## src/rtl/tff_ctrl_pkg.sv

```systemverilog
// Shared definitions for the T flip-flop count controller.
//   DEFAULT_WIDTH : default number of flip-flops in the bank
//   ctrl_state_e  : controller state encoding
package tff_ctrl_pkg;

  localparam int DEFAULT_WIDTH = 4;

  typedef enum logic [1:0] {
    ST_IDLE  = 2'd0,
    ST_CLEAR = 2'd1,
    ST_RUN   = 2'd2,
    ST_DONE  = 2'd3
  } ctrl_state_e;

endpackage

```

## src/rtl/tff.sv

```systemverilog
// Single T flip-flop cell with synchronous active-high reset.
//   t    : toggle enable
//   clk  : clock, rising edge
//   rst  : synchronous reset, clears q
//   q    : flip-flop output
//   qbar : inverted output
module tff (
  input  logic t,
  input  logic clk,
  input  logic rst,
  output logic q,
  output logic qbar
);

  always_ff @(posedge clk) begin
    if (rst) begin
      q <= 1'b0;
    end else if (t) begin
      q <= ~q;
    end
  end

  assign qbar = ~q;

endmodule

```

## src/rtl/tff_count_ctrl.sv

```systemverilog
// Sequences a bank of T flip-flops as an up/down counter that runs from a
// cleared start value (0 for up, all-ones for down) to a latched limit.
// The bank is never loaded: every change of count comes from its t inputs.
//   clk   : clock, rising edge
//   rst   : synchronous active-high reset
//   start : begin a run (honoured only in IDLE)
//   dir   : 0 = count up, 1 = count down (latched on accepted start)
//   limit : terminal count (latched on accepted start)
//   pause : hold count while running
//   abort : end a run without done (CLEAR or RUN only)
//   count : flip-flop bank outputs
//   busy  : high in CLEAR or RUN
//   done  : one-cycle completion pulse
module tff_count_ctrl
  import tff_ctrl_pkg::*;
#(
  parameter int WIDTH = DEFAULT_WIDTH
) (
  input  logic             clk,
  input  logic             rst,
  input  logic             start,
  input  logic             dir,
  input  logic [WIDTH-1:0] limit,
  input  logic             pause,
  input  logic             abort,
  output logic [WIDTH-1:0] count,
  output logic             busy,
  output logic             done
);

  ctrl_state_e      state_reg;
  ctrl_state_e      state_next;
  logic [WIDTH-1:0] limit_reg;
  logic             dir_reg;
  logic [WIDTH-1:0] t_vec;
  logic [WIDTH-1:0] up_mask;
  logic [WIDTH-1:0] down_mask;
  logic [WIDTH-1:0] qbar_unused;
  logic             at_limit;

  // Flip-flop bank
  genvar gi;
  generate
    for (gi = 0; gi < WIDTH; gi++) begin : g_bank
      tff u_tff (
        .t    (t_vec[gi]),
        .clk  (clk),
        .rst  (rst),
        .q    (count[gi]),
        .qbar (qbar_unused[gi])
      );
    end
  endgenerate

  // Ripple toggle masks: bit i toggles when every lower bit is 1 (up)
  // or every lower bit is 0 (down), giving an exact +/-1 step.
  assign up_mask[0]   = 1'b1;
  assign down_mask[0] = 1'b1;
  generate
    for (gi = 1; gi < WIDTH; gi++) begin : g_mask
      assign up_mask[gi]   = &count[gi-1:0];
      assign down_mask[gi] = &(~count[gi-1:0]);
    end
  endgenerate

  assign at_limit = (count == limit_reg);

  // State register and run parameter latches
  always_ff @(posedge clk) begin
    if (rst) begin
      state_reg <= ST_IDLE;
      limit_reg <= '0;
      dir_reg   <= 1'b0;
    end else begin
      state_reg <= state_next;
      if (state_reg == ST_IDLE && start) begin
        limit_reg <= limit;
        dir_reg   <= dir;
      end
    end
  end

  // Next-state logic; abort outranks the limit check, which outranks pause
  always_comb begin
    state_next = state_reg;
    case (state_reg)
      ST_IDLE: begin
        if (start) state_next = ST_CLEAR;
      end
      ST_CLEAR: begin
        state_next = abort ? ST_IDLE : ST_RUN;
      end
      ST_RUN: begin
        if (abort)         state_next = ST_IDLE;
        else if (at_limit) state_next = ST_DONE;
        else               state_next = ST_RUN;
      end
      ST_DONE: begin
        state_next = ST_IDLE;
      end
      default: begin
        state_next = ST_IDLE;
      end
    endcase
  end

  // Output logic: toggle vector plus status flags from registered state
  always_comb begin
    t_vec = '0;
    busy  = 1'b0;
    done  = 1'b0;
    case (state_reg)
      ST_CLEAR: begin
        busy = 1'b1;
        // Toggling the 1 bits clears the bank; toggling the 0 bits sets it.
        if (!abort) t_vec = dir_reg ? ~count : count;
      end
      ST_RUN: begin
        busy = 1'b1;
        if (!abort && !at_limit && !pause) begin
          t_vec = dir_reg ? down_mask : up_mask;
        end
      end
      ST_DONE: begin
        done = 1'b1;
      end
      default: begin
        t_vec = '0;
      end
    endcase
  end

endmodule

```

## config.mk

```make
export PLATFORM = sky130hd
export DESIGN_NAME = tff_count_ctrl
export DESIGN_NICKNAME = d
export VERILOG_FILES = /design/src/rtl/tff_ctrl_pkg.sv /design/src/rtl/tff.sv /design/src/rtl/tff_count_ctrl.sv
export SDC_FILE = /design/constraint.sdc
export NUM_CORES = 1
export LEC_CHECK = 0
export ABC_AREA = 1
export CORE_ASPECT_RATIO = 1.1
export CORE_MARGIN = 2
export CORE_UTILIZATION = 38
export DETAILED_ROUTE_END_ITERATION = 12
export RECOVER_POWER = 25
export SYNTH_ARGS = -nofsm -noshare
export SYNTH_HDL_FRONTEND = slang
export SYNTH_SLANG_ARGS = --single-unit
```

## constraint.sdc

```tcl
create_clock -name clk -period 2.83 [get_ports clk]
set_input_delay 0.566 -clock clk [delete_from_list [all_inputs] [get_ports clk]]
set_output_delay 0.566 -clock clk [all_outputs]
set_load 0.02 [all_outputs]
```

---- Word-level counts from Yosys, hierarchy flattened ----
Index checks and enable logic that the tools add are counted.
cells by class
  reductions and logical operators ........ 12
  equality and inequality tests ........... 5
  mux-type cells .......................... 12
  bitwise logic cells ..................... 7
operator list
  operator            number
  $mux 4              4
  $pmux 2 s4          1
  $pmux 4 s2          1
  $mux 2              3
  $reduce_and 3->1    2
  $eq 2x2->1 const B  2
  $eq 4x4->1          1
  $not 1->1           4
  $not 4->4           1
  $reduce_and 2->1    2
  $logic_and 1x1->1   3
  $logic_not 1->1     3
  $mux 1              3
  $not 3->3           1
  $eq 2x1->1 const B  1
  $logic_not 2->1     1
  $ne 2x2->1 const B  1
  $not 2->2           1
  $reduce_or 2->1     1
word-level totals
  input bits .............................. 10
  output and inout bits ................... 6
  bits in registers ....................... 11
  word-level logic and storage cells ...... 43

---- Depth between registers and ports, before layout ----
  depth after elaboration ................. 6
  depth in mapped cells ................... 11
  mapped depth without buffers ............ 10

---- Modules after synthesis ----
Synthesis repeated with hierarchy kept, for this count alone.
second synthesis, totals
  cells, all modules ...................... 119
  area, all modules ....................... 719.4 µm²
by module, submodules not included
  module          times used  area each (µm²)  cells an instance
  tff_count_ctrl  1           549.3            91
  tff             4           42.5             7

---- Least setup slack after synthesis ----
Ideal clock, no wire load.
  path type ............................... register -> output
  from .................................... register state_reg[0]
  to ...................................... output port busy
  path slack .............................. 1.460 ns
  cell stages (with the launch flop) ...... 3
  buffers on the path ..................... 0
  arrival time ............................ 0.804 ns
  cell sequence ........................... dfxtp_1 -> inv_1 -> ha_1
on the way
  cells in the longest elaborated chain, start to end .. 3
ends and longest elaborated chain
  item                                      RTL line               RTL
  from (decl)                               tff_count_ctrl.sv:31   ctrl_state_e state_reg;
  from (signal assigned)                    tff_count_ctrl.sv:75   state_reg <= state_next;
  $eq 2x2->1 or $eq 2x1->1 (tied branches)  tff_count_ctrl.sv:112  case (state_reg)
  $reduce_or 2->1 (no line) (*)             --
  $mux 1 (*)                                tff_count_ctrl.sv:112
  to (decl)                                 tff_count_ctrl.sv:27   output logic busy,
Every way passes the cells marked *; elsewhere a longest branch is shown, timed or not.

---- Worst setup path after layout ----
Ends and elaborated chain as after synthesis.

==> results.md <==
- Worst Setup End Kind: output port
- Pins Over Slew Limit: 0
- TritonRoute pass-1 iters: 4
- CTS sink count: 11
- Synth Instances: 116
- GRT Util Overall: 0.154
- CTS root buffer: clkbuf_4
- P_leak: 0.000420 uW
- Internal: 259 uW
- Clock Latency Late Sink: 270 ps
- Slew margin rel.: 0.793
- Reg2Reg Depth: 9
- Power Density: 420 mW/mm^2
- Worst slew pin tran: 310 ps
- Syn Area/Cell: 6.36 um^2
- Die Wd: 46.0 um
- Avg Vias per Cell: 4.76
- Tmin final: 2430 ps
- Dpl ws: 682 ps
- Critical Path RT: 2260 ps
- Setup TNS: 0 ps
- Run status: finished clean
- DP HPWL: 1180 um
- Hold path startpoint: limit_reg[3]
- Final setup vio count: 0
- Hold EP: limit_reg[3]
- Yosys cell types: 20
- Startpoint types: flip-flop
- NetSw: 117 uW
- Synth Register Bits: 11
- Vias in the first global route: 613
- VDD IR max: 206 uV
- Fill count: 198
- Die area: 0.00231 mm^2
- GP Congestion: 0.790
- Seq pwr share: 0.462
- Post-DRT Antenna Nets: 0
- Synth area leaders: dfxtp_1 30%, nand2_1 17%, inv_1 8.6%, ha_1 8.5%, a21oi_1 6.8%
- Max-cap violations: 0
- Grt ovf: 0
- Critical path cell sequence: inv_1, ha_1, clkdlybuf4s50_1
- Area Overhead vs Synth: 21.5%
- CTS tree: built
- # IOs: 16
- First-pass GRT wire length: 2600 um
- Critical path's largest stage delay: 670 ps
- Initial Utilization: 0.410
- Crit-path max FO: 9
- Post-Route WL: 1520 um
- Core ar.: 0.00180 mm^2
- Row count: 16
- Total number of vias: 700
- Die Y-Extent: 50.2 um
- Synthesized area: 738 um^2
- Port-buffer cells: 15
- Number of clock buffers inserted by TritonCTS: 3
- DRC: 0
- Clock share of power: 0.286
- Drt initial violations: 9
- Setup ws final: 402 ps
- Synth Warn #: 0
- Routed len/inst: 10.4 um
- Worst reg2reg endpoint: g_bank[3].u_tff.q
- CTS max path bufs: 2
- CTS clk-pin slew, worst paths: 70 ps
- Share of the synthesized area in the top cell type: 0.298
- Post-CTS Setup Inserts: 0
- Min-Delay Path Depth: 2
- Syn Nets: 131
- Largest net degree at the start of global routing: 11
- Initial antenna violation count: 0
- Slowest library cell on the worst path: clkdlybuf4s50_1
- Yosys top cell by area: dfxtp_1
- HP Class: flip-flop to flip-flop
- H-tree depth: 1
- Ratio of cells with drive above 1 in the final layout: 0.0620
- WP data arrival: 1860 ps
- Nets: 145
- Seq/Total Area, Yosys: 0.298
- Setup CP Type: flip-flop to output port
- Sw frac: 0.312
- Comb pwr share: 0.252
- Worst Skew: 1.52 ps
- CTS Hold Bufs: 0
- R2r startpoint: state_reg[0]
- Final Hold Fails: 0
- Ratio of final minimum period to clock period: 0.858
- Post_cts resized: 0
- Antenna diodes: 0
- RSZ-0062 raised after global routing: false
- R2r setup slk: 1400 ps
- Achievable Freq: 412 MHz
power groups by stage:
stage | logic [uW] | registers [uW] | clock network (uW)
2_1_floorplan | 66.4 | 175 | 0
3_3_place_gp | 94.0 | 177 | 0
3_5_place_dp | 95.2 | 178 | 0
4_1_cts | 96.1 | 174 | 116
5_1_grt | 110 | 176 | 118
6_report | 95.0 | 174 | 108
metal layers:
layer	share of wire	track usage	up-vias	routed length, um
met5	0	0	-	0
met4	0.0085	0.0762	0	13
met3	0.020	0.0216	2	31
met2	0.47	0.227	9	715
met1	0.50	0.214	299	761
li1	-	-	390	-
synth_stat cells:
cell type / number
inv_2: 1
buf_4: 4
nand3_1: 9
inv_1: 17
buf_2: 1
clkbuf_2: 1
nand2_2: 1
a21oi_1: 10
xnor2_1: 1
xor2_1: 1
o2111ai_1: 1
ha_1: 5
o21ai_0: 7
nor2_1: 8
nor2_2: 2
nand4_1: 1
nand2_1: 33
a31oi_1: 1
inv_4: 1
dfxtp_1: 11
cells by family after synthesis:
group | count (synthesis) | synth area share
xor+xnor | 2 | 0.0237
fa+ha+maj | 5 | 0.0847
flops | 11 | 0.298
buf+inv | 25 | 0.154
simple gates | 54 | 0.303
compound gates | 19 | 0.136
worst max path at each step:
stage	start	to	slack, ps
6_report	state_reg[0]	busy	400
5_1_grt	state_reg[0]	busy	310
4_1_cts	state_reg[0]	busy	380
3_5_place_dp	state_reg[0]	busy	680
3_3_place_gp	state_reg[1]	busy	730
2_1_floorplan	state_reg[0]	busy	1460
stage by stage:
step | hold WS [ps] | power, uW | cells | utilization | cell area (um^2)
after global routing | 506 | 404 | 147 | 0.498 | 897
after detailed placement | 460 | 273 | 143 | 0.483 | 871
after floorplan | 443 | 242 | 116 | - | 738
after CTS | 472 | 386 | 147 | 0.498 | 897
after global placement | 451 | 271 | 143 | 0.483 | 871
final | 466 | 377 | 147 | 0.498 | 897
cells in the final DEF, fill, tap and decap left out:
cell | Yosys | routed
a21oi_1 | 10 | 10
a31oi_1 | 1 | 1
clkbuf_1 | 0 | 1
clkbuf_4 | 0 | 3
clkdlybuf4s50_1 | 0 | 14
dfxtp_1 | 11 | 11
dlygate4sd3_1 | 0 | 1
ha_1 | 5 | 5
inv_1 | 17 | 17
inv_2 | 1 | 1
inv_4 | 1 | 1
nand2_1 | 33 | 33
nand2_2 | 1 | 1
nand3_1 | 9 | 9
nand4_1 | 1 | 1
nor2_1 | 8 | 8
nor2_2 | 2 | 2
o2111ai_1 | 1 | 1
o21ai_0 | 7 | 7
xnor2_1 | 1 | 1
xor2_1 | 1 | 1
worst max-delay path, delay by kind of cell (launching register included):
| family | cells | cell delay, ps |
|---|---|---|
| adders and majority gates | 1 | 460 |
| buffers and inverters | 2 | 760 |
| DFF | 1 | 380 |
area by class of cell:
cell class / instances / area, um^2 / area share
multi-input cells: 80 / 404 / 0.450
flip-flops and latches: 11 / 220 / 0.245
well taps: 18 / 22.5 / 0.0251
inverters: 19 / 73.8 / 0.0823
repair buffers: 15 / 150 / 0.167
clock buffers: 4 / 26.3 / 0.0293
Power figures use the tool's default switching activity.
